### src/rtl/rf_wb_arbiter_pkg.sv
// rtl/rf_wb_arbiter_pkg.sv - shared defaults and grant encoding for the writeback arbiter
package rf_wb_arbiter_pkg;

  localparam int unsigned DEF_DATA_W  = 16;
  localparam int unsigned DEF_ADDR_W  = 5;
  localparam int unsigned DEF_RF_ZERO = 0;

  typedef enum logic {
    GRANT_A = 1'b0,
    GRANT_B = 1'b1
  } grant_e;

endpackage

### src/rtl/rf_wb_arbiter_wb_hold_slot.sv
// rtl/rf_wb_arbiter_wb_hold_slot.sv - 1-entry writeback holding register with zero-address drop
module wb_hold_slot
  import rf_wb_arbiter_pkg::*;
#(
  parameter int unsigned DATA_W    = DEF_DATA_W,
  parameter int unsigned ADDR_W    = DEF_ADDR_W,
  parameter int unsigned ZERO_ADDR = DEF_RF_ZERO
) (
  input  logic              clock,
  input  logic              n_rst,
  input  logic              in_valid,
  input  logic [ADDR_W-1:0] in_addr,
  input  logic [DATA_W-1:0] in_data,
  output logic              in_ready,
  input  logic              drain,
  output logic              load,
  output logic              hv,
  output logic [ADDR_W-1:0] ha,
  output logic [DATA_W-1:0] hd
);

  localparam logic [ADDR_W-1:0] ZERO = ADDR_W'(ZERO_ADDR);

  // A full slot still accepts on the cycle it drains, so back-to-back streams never bubble.
  assign in_ready = ~hv | drain;
  assign load     = in_valid & in_ready & (in_addr != ZERO);

  always_ff @(posedge clock or negedge n_rst) begin
    if (!n_rst) begin
      hv <= 1'b0;
      ha <= '0;
      hd <= '0;
    end else if (load) begin
      hv <= 1'b1;
      ha <= in_addr;
      hd <= in_data;
    end else if (drain) begin
      hv <= 1'b0;
    end
  end

endmodule

### src/rtl/rf_wb_arbiter.sv
// rtl/rf_wb_arbiter.sv - two-source register-file writeback arbiter with pending-write scoreboard
module rf_wb_arbiter
  import rf_wb_arbiter_pkg::*;
#(
  parameter int unsigned DATA_W    = DEF_DATA_W,
  parameter int unsigned ADDR_W    = DEF_ADDR_W,
  parameter int unsigned ZERO_ADDR = DEF_RF_ZERO
) (
  input  logic              clock,
  input  logic              n_rst,
  input  logic              a_valid,
  input  logic [ADDR_W-1:0] a_addr,
  input  logic [DATA_W-1:0] a_data,
  output logic              a_ready,
  input  logic              b_valid,
  input  logic [ADDR_W-1:0] b_addr,
  input  logic [DATA_W-1:0] b_data,
  output logic              b_ready,
  output logic              rf_we,
  output logic [ADDR_W-1:0] rf_w_addr,
  output logic [DATA_W-1:0] rf_w_data,
  input  logic [ADDR_W-1:0] r1_addr,
  input  logic [ADDR_W-1:0] r2_addr,
  output logic              r1_busy,
  output logic              r2_busy
);

  localparam logic [ADDR_W-1:0] ZERO = ADDR_W'(ZERO_ADDR);

  logic              hv_a, hv_b, load_a, load_b, drain_a, drain_b;
  logic [ADDR_W-1:0] ha_a, ha_b;
  logic [DATA_W-1:0] hd_a, hd_b;
  logic              b_first;
  grant_e            grant;

  wb_hold_slot #(.DATA_W(DATA_W), .ADDR_W(ADDR_W), .ZERO_ADDR(ZERO_ADDR)) u_slot_a (
    .clock(clock), .n_rst(n_rst),
    .in_valid(a_valid), .in_addr(a_addr), .in_data(a_data), .in_ready(a_ready),
    .drain(drain_a), .load(load_a), .hv(hv_a), .ha(ha_a), .hd(hd_a)
  );

  wb_hold_slot #(.DATA_W(DATA_W), .ADDR_W(ADDR_W), .ZERO_ADDR(ZERO_ADDR)) u_slot_b (
    .clock(clock), .n_rst(n_rst),
    .in_valid(b_valid), .in_addr(b_addr), .in_data(b_data), .in_ready(b_ready),
    .drain(drain_b), .load(load_b), .hv(hv_b), .ha(ha_b), .hd(hd_b)
  );

  always_comb begin
    grant     = (hv_b && (!hv_a || b_first)) ? GRANT_B : GRANT_A;
    drain_a   = hv_a && (grant == GRANT_A);
    drain_b   = hv_b && (grant == GRANT_B);
    rf_we     = hv_a | hv_b;
    rf_w_addr = '0;
    rf_w_data = '0;
    if (rf_we) begin
      rf_w_addr = (grant == GRANT_B) ? ha_b : ha_a;
      rf_w_data = (grant == GRANT_B) ? hd_b : hd_a;
    end
  end

  // Simultaneous loads put B ahead: the MEM-stage instruction issued earlier than the EX one.
  always_ff @(posedge clock or negedge n_rst) begin
    if (!n_rst) begin
      b_first <= 1'b0;
    end else if (load_a && load_b) begin
      b_first <= 1'b1;
    end else if (load_b && hv_a && !drain_a) begin
      b_first <= 1'b0;
    end else if (load_a && hv_b && !drain_b) begin
      b_first <= 1'b1;
    end
  end

  assign r1_busy = (r1_addr != ZERO) &&
                   ((hv_a && (ha_a == r1_addr)) || (hv_b && (ha_b == r1_addr)));
  assign r2_busy = (r2_addr != ZERO) &&
                   ((hv_a && (ha_a == r2_addr)) || (hv_b && (ha_b == r2_addr)));

endmodule

### config.mk
export PLATFORM = sky130hd
export DESIGN_NAME = rf_wb_arbiter
export DESIGN_NICKNAME = d
export VERILOG_FILES = /design/src/rtl/rf_wb_arbiter_pkg.sv /design/src/rtl/rf_wb_arbiter_wb_hold_slot.sv /design/src/rtl/rf_wb_arbiter.sv
export SDC_FILE = /design/constraint.sdc
export NUM_CORES = 1
export LEC_CHECK = 0
export ABC_AREA = 1
export CORE_MARGIN = 2
export CORE_UTILIZATION = 49
export CTS_CLUSTER_SIZE = 25
export DETAILED_ROUTE_END_ITERATION = 8
export PLACE_DENSITY = 0.85
export REMOVE_ABC_BUFFERS = 1
export SLEW_MARGIN = 20
export SYNTH_ARGS = -nofsm -noshare
export SYNTH_HDL_FRONTEND = slang
export SYNTH_SLANG_ARGS = --single-unit
### constraint.sdc
create_clock -name clock -period 2.53 [get_ports clock]
set_input_delay 0.6325 -clock clock [delete_from_list [all_inputs] [get_ports clock]]
set_output_delay 0.6325 -clock clock [all_outputs]
set_load 0.02 [all_outputs]
==> flow_summary.yaml <==
run_status:
  outcome: "complete, no violations"
worst_setup_path:
  critPathMaxStageDelay_ns: 0.43
  cp.depth: 8
  crit_arrival_ns: 1.80
  path_buf_inv: 3
  r2r_end: "u_slot_a.ha[1]"
  crit_family: "buffers and inverters"
  rr_startpoint: "u_slot_b.hv"
  cp_slowest_cell: "clkdlybuf4s50_1"
  crit_chain: "clkdlybuf4s50_1, buf_4, nand2_1, nand2_1, nor2_1, nand3_1, a21oi_2, buf_4"
  cp-startpoint: "r1_addr[1]"
  crit_type: "input port to output port"
  worstSetupEndpointType: "output port"
  path_max_fanout: 2
  crit_end: "r1_busy"
  required_ns: 1.90
  rrSetupSlack_ns: 0.65
  r2r_cells: 8
  worstSetupStartpointType: "input port"
sta:
  max_freq_mhz: 410.7
  rsz0062_at_grt: "no"
  post-route-min-period_ns: 2.435
  hold_viol_final: 0
  fin_tns_setup_ns: 0
  slew_headroom_pct: 62.08
  final-setup-viol-count: 0
  worstMarginPinSlew_ns: 0.5688
  finalCritPeriodShare_pct: 96.24
  drv_slew: 0
  skew_ns: 0.005107
global_route:
  grt_pass1_vias: 2443
  globalRoute.totalOverflow: 0
  grt_antenna_before_repair: 0
  grt_max_degree: 46
  grt_pass1_wl_microns: 10960
  track_usage_pct: 25.90
power_and_ir_drop:
  power.leakage_nw: 1.905
  powerDensity_nw_per_um2: 842.7
  power.total_mw: 2.913
  vdd_drop_max_mv: 0.6212
clock_tree:
  root_buffer: "clkbuf_8"
  cts.sinks: 45
  cts_tree: "done"
  htreeDepth: 2
  post_cts_buffers: 0
  ctsResizeCount: 30
  hold_buffers: 0
  clockBufferDepth: 2
  clkTransAtPathRegs_ns: 0.08
  cts-buffers-inserted: 5
  clk_latency_ns: 0.29
synth:
  avgSynthCellArea_sq_um: 6.801
  ys_types: 19
  synthCells: 363
  yosys_register_bits: 45
  yosysSeqAreaShare_pct: 45.62
  syn_area_sq_um: 2469
  ys_warn_count: 0
detailed_routing:
  via_count: 2504
  drtAntennaViolNets: 0
  wirelength_microns: 6624
  dr.pass1.iters: 5
  drt-vias-per-instance: 4.853
  drt-initial-drc-count: 166
  avgRoutedWirePerCell_microns: 12.84
  drcViolationCount: 0
layout:
  stdcell_count: 516
  insertedDiodeCount: 0
  layout_commonest_cell: "nand2_1"
  drive_gt1_share_pct: 6.682
  final_cell_mix: "nand2_1, clkdlybuf4s50_1, dfrtp_1, inv_1, nand3_1"
  fin_util_pct: 72.24
  nets: 505
  fill_cells: 434
  synthToLayoutAreaGrowth_pct: 40.04
  design_area_sq_um: 3457
floorplanning:
  pin_count: 82
  die_h_microns: 74.98
  initial_core_util_pct: 51.58
  core_area_sq_um: 4786
  die_w_microns: 74.98
  rows: 25
  die_area_sq_um: 5622
placed_design:
  dp.cells: 509
  postPlaceCellArea_sq_um: 3374
  place_congestion: 0.9380
  portBuffers: 81
  dp_hpwl_microns: 4798
hold_path:
  min_path_type: "input port to asynchronous set/reset pin"
job:
  maxCapViolations: 0
[power breakdown]
part / total, mW / internal (mW) / leakage, nW / switching, mW
Combinational: 1.39 / 0.536 / 1.31 / 0.854
Clock: 0.443 / 0.217 / 0.0443 / 0.226
Sequential: 1.08 / 0.923 / 0.546 / 0.158
[per-layer routing]
layer | part of all wire, % | GRT usage (%)
met5 | 0 | 0
met1 | 42 | 31.66
met4 | 1.3 | 8.333
met3 | 6.4 | 5.890
met2 | 50 | 45.32
[cells by family (layout without fill, tap and decap cells)]
group	after synthesis	count (layout)	synth area share (%)
AO/OA/AOI/OAI	31	31	7.248
buffers and inverters	41	127	7.602
flip-flops	45	45	45.62
AND/OR/NAND/NOR	246	246	39.53
[synth_stat cells]
| cell type | number | area (sq um) |
|---|---|---|
| buf_2 | 3 | 15.01 |
| clkbuf_1 | 4 | 15.01 |
| nor3_1 | 3 | 15.01 |
| nand2_1 | 196 | 735.7 |
| nand4_1 | 1 | 6.260 |
| nand2_2 | 2 | 12.51 |
| buf_6 | 2 | 22.52 |
| inv_2 | 3 | 11.26 |
| a21oi_4 | 1 | 16.27 |
| nor2_1 | 19 | 71.32 |
| a21oi_1 | 3 | 15.01 |
| buf_4 | 4 | 30.03 |
| nand3_1 | 23 | 115.1 |
| o31ai_1 | 5 | 37.54 |
| buf_1 | 1 | 3.750 |
| inv_1 | 24 | 90.09 |
| nand3_2 | 2 | 20.02 |
| dfrtp_1 | 45 | 1126 |
| o21ai_0 | 22 | 110.1 |
[state kept, by name (all words and copies together) (netlist names)]
register	flops
u_slot_a.hd	16
u_slot_b.hd	16
u_slot_a.ha	5
u_slot_b.ha	5
b_first	1
u_slot_a.hv	1
u_slot_b.hv	1
[metrics by stage]
step / worst slack (ns) / hold slack (ns)
after floorplan: 0.2896 / 0.3369
after global placement: -0.3882 / 0.4555
after detailed placement: -0.3910 / 0.4582
after CTS: 0.03799 / 0.4327
after global routing: 0.01958 / 0.4606
final: 0.09501 / 0.4171
[worst reg2reg max path: cells and delay by family (launching register included)]
family          cells  cell delay [ns]
flops               1             0.45
compound gates      1             0.05
buf+inv             3             0.72
simple gates        4             0.62
[cell type report]
class	count	area, sq um	area share [%]
Multi-Input combinational cell	277	1159	33.51
Clock buffer	7	86.33	2.497
Inverter	27	101.3	2.932
Timing Repair Buffer	93	900.9	26.06
Sequential cell	45	1126	32.57
Tap cell	67	83.83	2.425
[how the worst min path moves through the flow]
stage,cells past startpoint,slack [ns],start,end
3_5_place_dp,2,0.46,u_slot_b.hd[4],u_slot_b.hd[4]
4_1_cts,2,0.43,n_rst,u_slot_a.hd[13]
2_1_floorplan,0,0.34,n_rst,b_first
6_report,2,0.42,n_rst,u_slot_b.hd[5]
5_1_grt,2,0.46,n_rst,u_slot_b.hd[13]
3_3_place_gp,2,0.46,u_slot_b.hd[4],u_slot_b.hd[4]
No activity file was read; power rests on OpenSTA's default activity.
